## config.mk

```make
export PLATFORM = sky130hd
export DESIGN_NAME = jk_mod_counter
export DESIGN_NICKNAME = d
export VERILOG_FILES = /design/src/rtl/jk_mod_counter.sv
export SDC_FILE = /design/constraint.sdc
export NUM_CORES = 1
export LEC_CHECK = 0
export CAP_MARGIN = 0
export CORE_MARGIN = 5
export CORE_UTILIZATION = 45
export DETAILED_ROUTE_END_ITERATION = 12
export PLACE_DENSITY = 0.81
export SYNTH_ARGS = -nofsm -noshare
export SYNTH_HDL_FRONTEND = slang
export SYNTH_SLANG_ARGS = --single-unit
```

## constraint.sdc

```tcl
create_clock -name clk -period 2.97 [get_ports clk]
set_input_delay 0.7425 -clock clk [delete_from_list [all_inputs] [get_ports clk]]
set_output_delay 0.7425 -clock clk [all_outputs]
set_load 0.1 [all_outputs]
```

## src/rtl/jk_mod_counter.sv

```systemverilog
// Modulo-MOD up/down counter built from JK flip-flop cells.
// Ports: clk, rst, en, up_dn, load, din -> q, tc, err, jk_j, jk_k.
//
// jk_ff: one JK cell with synchronous active-high reset.
//   clk, rst, j, k -> q
module jk_ff (
  input  logic clk,
  input  logic rst,
  input  logic j,
  input  logic k,
  output logic q
);

  always_ff @(posedge clk) begin
    if (rst) begin
      q <= 1'b0;
    end else begin
      unique case ({j, k})
        2'b00: q <= q;
        2'b01: q <= 1'b0;
        2'b10: q <= 1'b1;
        2'b11: q <= ~q;
      endcase
    end
  end

endmodule

// jk_mod_counter: counter state lives only in the JK cells.
//   The next count is only ever reached by driving J/K.
//   tc is combinational; err is a registered one-cycle flag.
module jk_mod_counter #(
  parameter int WIDTH = 4,
  parameter int MOD   = 10
) (
  input  logic             clk,
  input  logic             rst,
  input  logic             en,
  input  logic             up_dn,
  input  logic             load,
  input  logic [WIDTH-1:0] din,
  output logic [WIDTH-1:0] q,
  output logic             tc,
  output logic             err,
  output logic [WIDTH-1:0] jk_j,
  output logic [WIDTH-1:0] jk_k
);

  // One extra bit so MOD == 2**WIDTH is representable.
  localparam logic [WIDTH:0]   MODW = (WIDTH+1)'(MOD);
  localparam logic [WIDTH-1:0] MAXV = WIDTH'(MOD - 1);
  localparam logic [WIDTH-1:0] ONE  = WIDTH'(1);

  logic [WIDTH-1:0] n;
  logic             din_ok;
  logic             bad_load;
  logic             at_max;
  logic             at_zero;

  assign din_ok   = ({1'b0, din} < MODW);
  assign bad_load = load & ~din_ok;
  assign at_max   = (q == MAXV);
  assign at_zero  = (q == '0);

  always_comb begin
    n = q;
    if (load) begin
      // An illegal load freezes the count and swallows en.
      if (din_ok) n = din;
    end else if (en) begin
      if (up_dn) n = at_max ? '0 : q + ONE;
      else       n = at_zero ? MAXV : q - ONE;
    end
  end

  // Only bits that change get excited; J=K=1 can never occur.
  assign jk_j = n & ~q;
  assign jk_k = ~n & q;

  for (genvar i = 0; i < WIDTH; i++) begin : g_bit
    jk_ff u_cell (
      .clk (clk),
      .rst (rst),
      .j   (jk_j[i]),
      .k   (jk_k[i]),
      .q   (q[i])
    );
  end

  assign tc = en & ~load & ~rst &
              ((up_dn & at_max) | (~up_dn & at_zero));

  always_ff @(posedge clk) begin
    if (rst) err <= 1'b0;
    else     err <= bad_load;
  end

endmodule

```

Yosys cells after proc, flatten, opt, wreduce, memory -nomap -nowiden
Cells that the tools add are included.
Storage, ports and cells
  word-level logic and storage cells: 55
  register bits: 5
  output and inout port bits: 14
  input bits: 9
Cells by class
  reductions and logical operators: 5
  muxes and demuxes: 10
  add/sub/neg operators: 2
  equality and inequality tests: 13
  order comparisons: 1
  bitwise gates (word level): 19
Operator list (number)
  $mux W4: 6
  $eq A2 B2 Y1 const B: 8
  $pmux W1 S3: 4
  $and A4 B4 Y4: 2
  $eq A2 B1 Y1 const B: 4
  $logic_not A2 Y1: 4
  $not A1 Y1: 8
  $not A4 Y4: 2
  $and A1 B1 Y1: 6
  $add A4 B1 Y4 const B: 1
  $eq A4 B4 Y1 const B: 1
  $logic_not A4 Y1: 1
  $lt A4 B4 Y1 const B: 1
  $sub A4 B1 Y4 const B: 1
  $or A1 B1 Y1: 1

Logic depth before layout (Yosys ltp)
  word-level depth: 9
  mapped depth: 9

Hierarchy
A second synthesis with hierarchy kept.
Unflattened totals
  cell total of the unflattened synthesis: 60
  area, all modules: 480.5 um2
Modules (own cells, without submodules)
  jk_mod_counter: sequential area each 20.0 um2, area an instance 355.3 um2, cells an instance 48, times used 1
  jk_ff: sequential area each 20.0 um2, area an instance 31.3 um2, cells an instance 3, times used 4

Least setup slack after synthesis
OpenSTA, ideal clock, no wires.
  path kind: input -> output
  start point: input port up_dn
  end point: output port tc
  stages on the path: 4
  data arrival time: 3.657 ns
  slack: -1.429 ns
  data required time: 2.227 ns
  path buffers: 1
  path through: buf_2 > or3b_1 > a21oi_2 > nor3b_1
On the way
  cells in the longest elaborated chain, start to end: 4
RTL lines
  start: declaration: line 39  | input logic up_dn,
  $not A1 Y1: line 91  | ((up_dn & at_max) | (~up_dn & at_zero));
  $and A1 B1 Y1: line 91
  $or A1 B1 Y1 *: line 91
  $and A1 B1 Y1 *: line 90  | assign tc = en & ~load & ~rst &
  end: declaration: line 43  | output logic tc,
Mark *: on every way between the ends. The rest lies on a longest branch, timed or not.

Worst setup path in the final report
  start point: input port din[1]
  end point: output port jk_k[0]
On the way
  cells in the longest elaborated chain, start to end: 5
RTL lines
  start: declaration: line 41  | input logic [WIDTH-1:0] din,
  $lt A4 B4 Y1: line 60  | assign din_ok = ({1'b0, din} < MODW);
  $mux W4: line 69  | if (din_ok) n = din;
  $mux W4: line 67  | if (load) begin
  $not A4 Y4: line 78  | assign jk_k = ~n & q;
  $and A4 B4 Y4: line 78
  end: declaration: line 46  | output logic [WIDTH-1:0] jk_k
Every way passes these cells.

==> metrics.txt <==
cell count after synthesis=93; Final #Nets=149; drt pass-1 iters=4; global-route wire length before repair=3790 µm; antenna fix cells=0; die area=2540 µm²; H-tree Lvls=1; DR WL/cell=18.0 µm; Pwr Total=0.000709 W; top_reg_cell synth=dfxtp_1; gr ovfl total=0; Critical Path Source Type=input pin; Yosys warning total=0; fin cells=143; CTS root buf=clkbuf_4; # DRC=0; Worst Path Max Fanout=3; Critical Path AT=2.20 ns; Worst EP required=2.23 ns; status=completed; Synth Net Count=114; antenna-violating nets left=0; gr usage total=18.6%; vias in the first global route=821; Async SR Flop Fraction=0%; Post-CTS Hold Fix Bufs=0; dpl ws=-0.375 ns; Post-Syn Area per Cell=7.88 µm²; Vias/cell=5.83; Clk Latency, worst-skew pair=0.25 ns; flops & latches, synth=5; total leakage power=0.543 nW; Critical Path End Type=primary output; I/O pin count=23; Post-Synthesis Cell Area=733 µm²; CTS Buffer Depth=2; final setup violation count=0; VDD IR max=0.357 mV; largest net degree at the start of global routing=13; clock skew=0.00795 ns; die height=50.4 µm; # port buffers=22; Initial DRC Count=26; final number of hold-violating endpoints=0; initial core utilization=48.1%; # fillers=89; clock sink count=5; Post-synth EDFFs=0; Synth cell types=33; Max Fclk=340 MHz; Hold Path Class=register to register; HPWL Detailed=1470 µm; Final TNS setup=0 ns; layout cells sized above 1=48.8%; CTS tree=built; Max-slew headroom=74.6%; vias=834; Max Slew Vio Count=0; initial antenna violation count=0; Max Cap Violations=0; Tmin final=2.94 ns; Final GP Congestion=0.789; critical path type=input pin to primary output; worst slew pin tran=0.381 ns; Core ar.=1520 µm²; Die X=50.4 µm; Seq/Total Area, Yosys=13.7%; Routed WL=2580 µm; Std-Cell Rows=14; CTS Buf Count=3; P per Cell Area=582 nW/µm²; Cells after DPL=129; Final WS setup=0.0289 ns; Final Cycle Share=99.0%; reg2reg setup slack=0.66 ns; Area Overhead vs Synth=66.2%; fin area=1220 µm²; placed cell areas=1050 µm²; CTS clk-pin slew, worst paths=0.04 ns
[critical path, stage by stage]
cell and delay (ns):
clkdlybuf4s15_1 0.20, or2_4 0.27, buf_4 0.13, buf_4 0.12, a21oi_1 0.20, or3_1 0.17
ha_2 0.19, buf_12 0.17
[cells in the final DEF (no fill, tap or decap), drive strengths merged, types with 3 or more instances in the layout]
cell type     n
inv           4
nor2          8
nor3          4
mux2i         4
clkbuf        4
ha           12
dfxtp         5
dlygate4sd2   3
buf          39
a21oi         7
a31oi         3
nand2         5
nand3         4
[metrics by stage]
| stage | utilization (%) | hold WS, ns |
|---|---|---|
| finish | 80.0 | 0.629 |
| global route | 80.0 | 0.700 |
| CTS | 74.5 | 0.707 |
| detailed placement | 69.1 | 0.687 |
| global placement | 69.1 | 0.651 |
| floorplan | - | 0.582 |
[cell families (layout without fill, tap and decap cells)]
kind of cell    count (synthesis)  in the layout  share of synthesized area, %
compound gates                 19             19                          17.7
xor+xnor                        2              2                          2.39
fa+ha+maj                      12             12                          20.5
buf+inv                        20             54                          17.6
flops                           5              5                          13.7
mux                             5              5                          7.00
simple gates                   30             30                          21.2
[power breakdown]
group / leakage [nW] / internal [W] / total (W) / switching (W)
clock network: 0.0150 / 0.0000510 / 0.0000812 / 0.0000302
registers: 0.0412 / 0.0000753 / 0.0000855 / 0.0000102
logic: 0.486 / 0.000219 / 0.000543 / 0.000324
total: 0.543 / 0.000345 / 0.000709 / 0.000364
[registers in the layout, indices dropped and copies added (netlist names)]
signal,cells
err,1
g_bit.u_cell.q,4
[path summary, 6_finish.rpt]
check	end	cells past startpoint	from
hold / removal	g_bit[2].u_cell.q	2	g_bit[2].u_cell.q
setup / recovery	jk_k[0]	8	din[1]
hold reg to reg	g_bit[2].u_cell.q	2	g_bit[2].u_cell.q
setup reg to reg	g_bit[1].u_cell.q	11	g_bit[0].u_cell.q
[per-layer routing]
layer / track usage (%) / share of wire, %
met5: 0 / 0
met4: 5.96 / 3.3
met3: 5.62 / 5.2
met2: 31.2 / 50
met1: 22.7 / 41
[cells in the mapped netlist (all sizes together), types with 2 or more instances]
| cell type | n | share of area, % |
|---|---|---|
| nand2 | 5 | 2.6 |
| inv | 4 | 2.0 |
| dfxtp | 5 | 14 |
| nor2 | 8 | 4.1 |
| a21oi | 7 | 5.3 |
| nand2b | 2 | 2.0 |
| nor3b | 2 | 2.0 |
| buf | 14 | 15 |
| a31oi | 3 | 2.6 |
| or3b | 2 | 2.4 |
| or3 | 2 | 1.7 |
| mux2i | 4 | 5.5 |
| ha | 12 | 20 |
| clkbuf | 2 | 1.0 |
| nor3 | 4 | 2.7 |
| o21ai | 2 | 1.4 |
| nand3 | 4 | 2.7 |
[timing repair]
action | in CTS | in global routing
endpoints found under the hold margin | 0 | 0
endpoints found under the setup margin | 9 | 9
buffers inserted | 5 | 5
pin swaps | 9 | 10
cloned | 0 | 0
gates resized for setup | 15 | 17
[layout make-up]
cell class | count | area (µm²) | share of cell area (%)
Multi-Input combinational cell | 68 | 581 | 47.6
Sequential cell | 5 | 101 | 8.32
Timing Repair Buffer | 46 | 475 | 39.0
Clock buffer | 4 | 26.3 | 2.16
Inverter | 4 | 15.0 | 1.23
Tap cell | 16 | 20.0 | 1.64
Power figures use the tool's default switching activity.
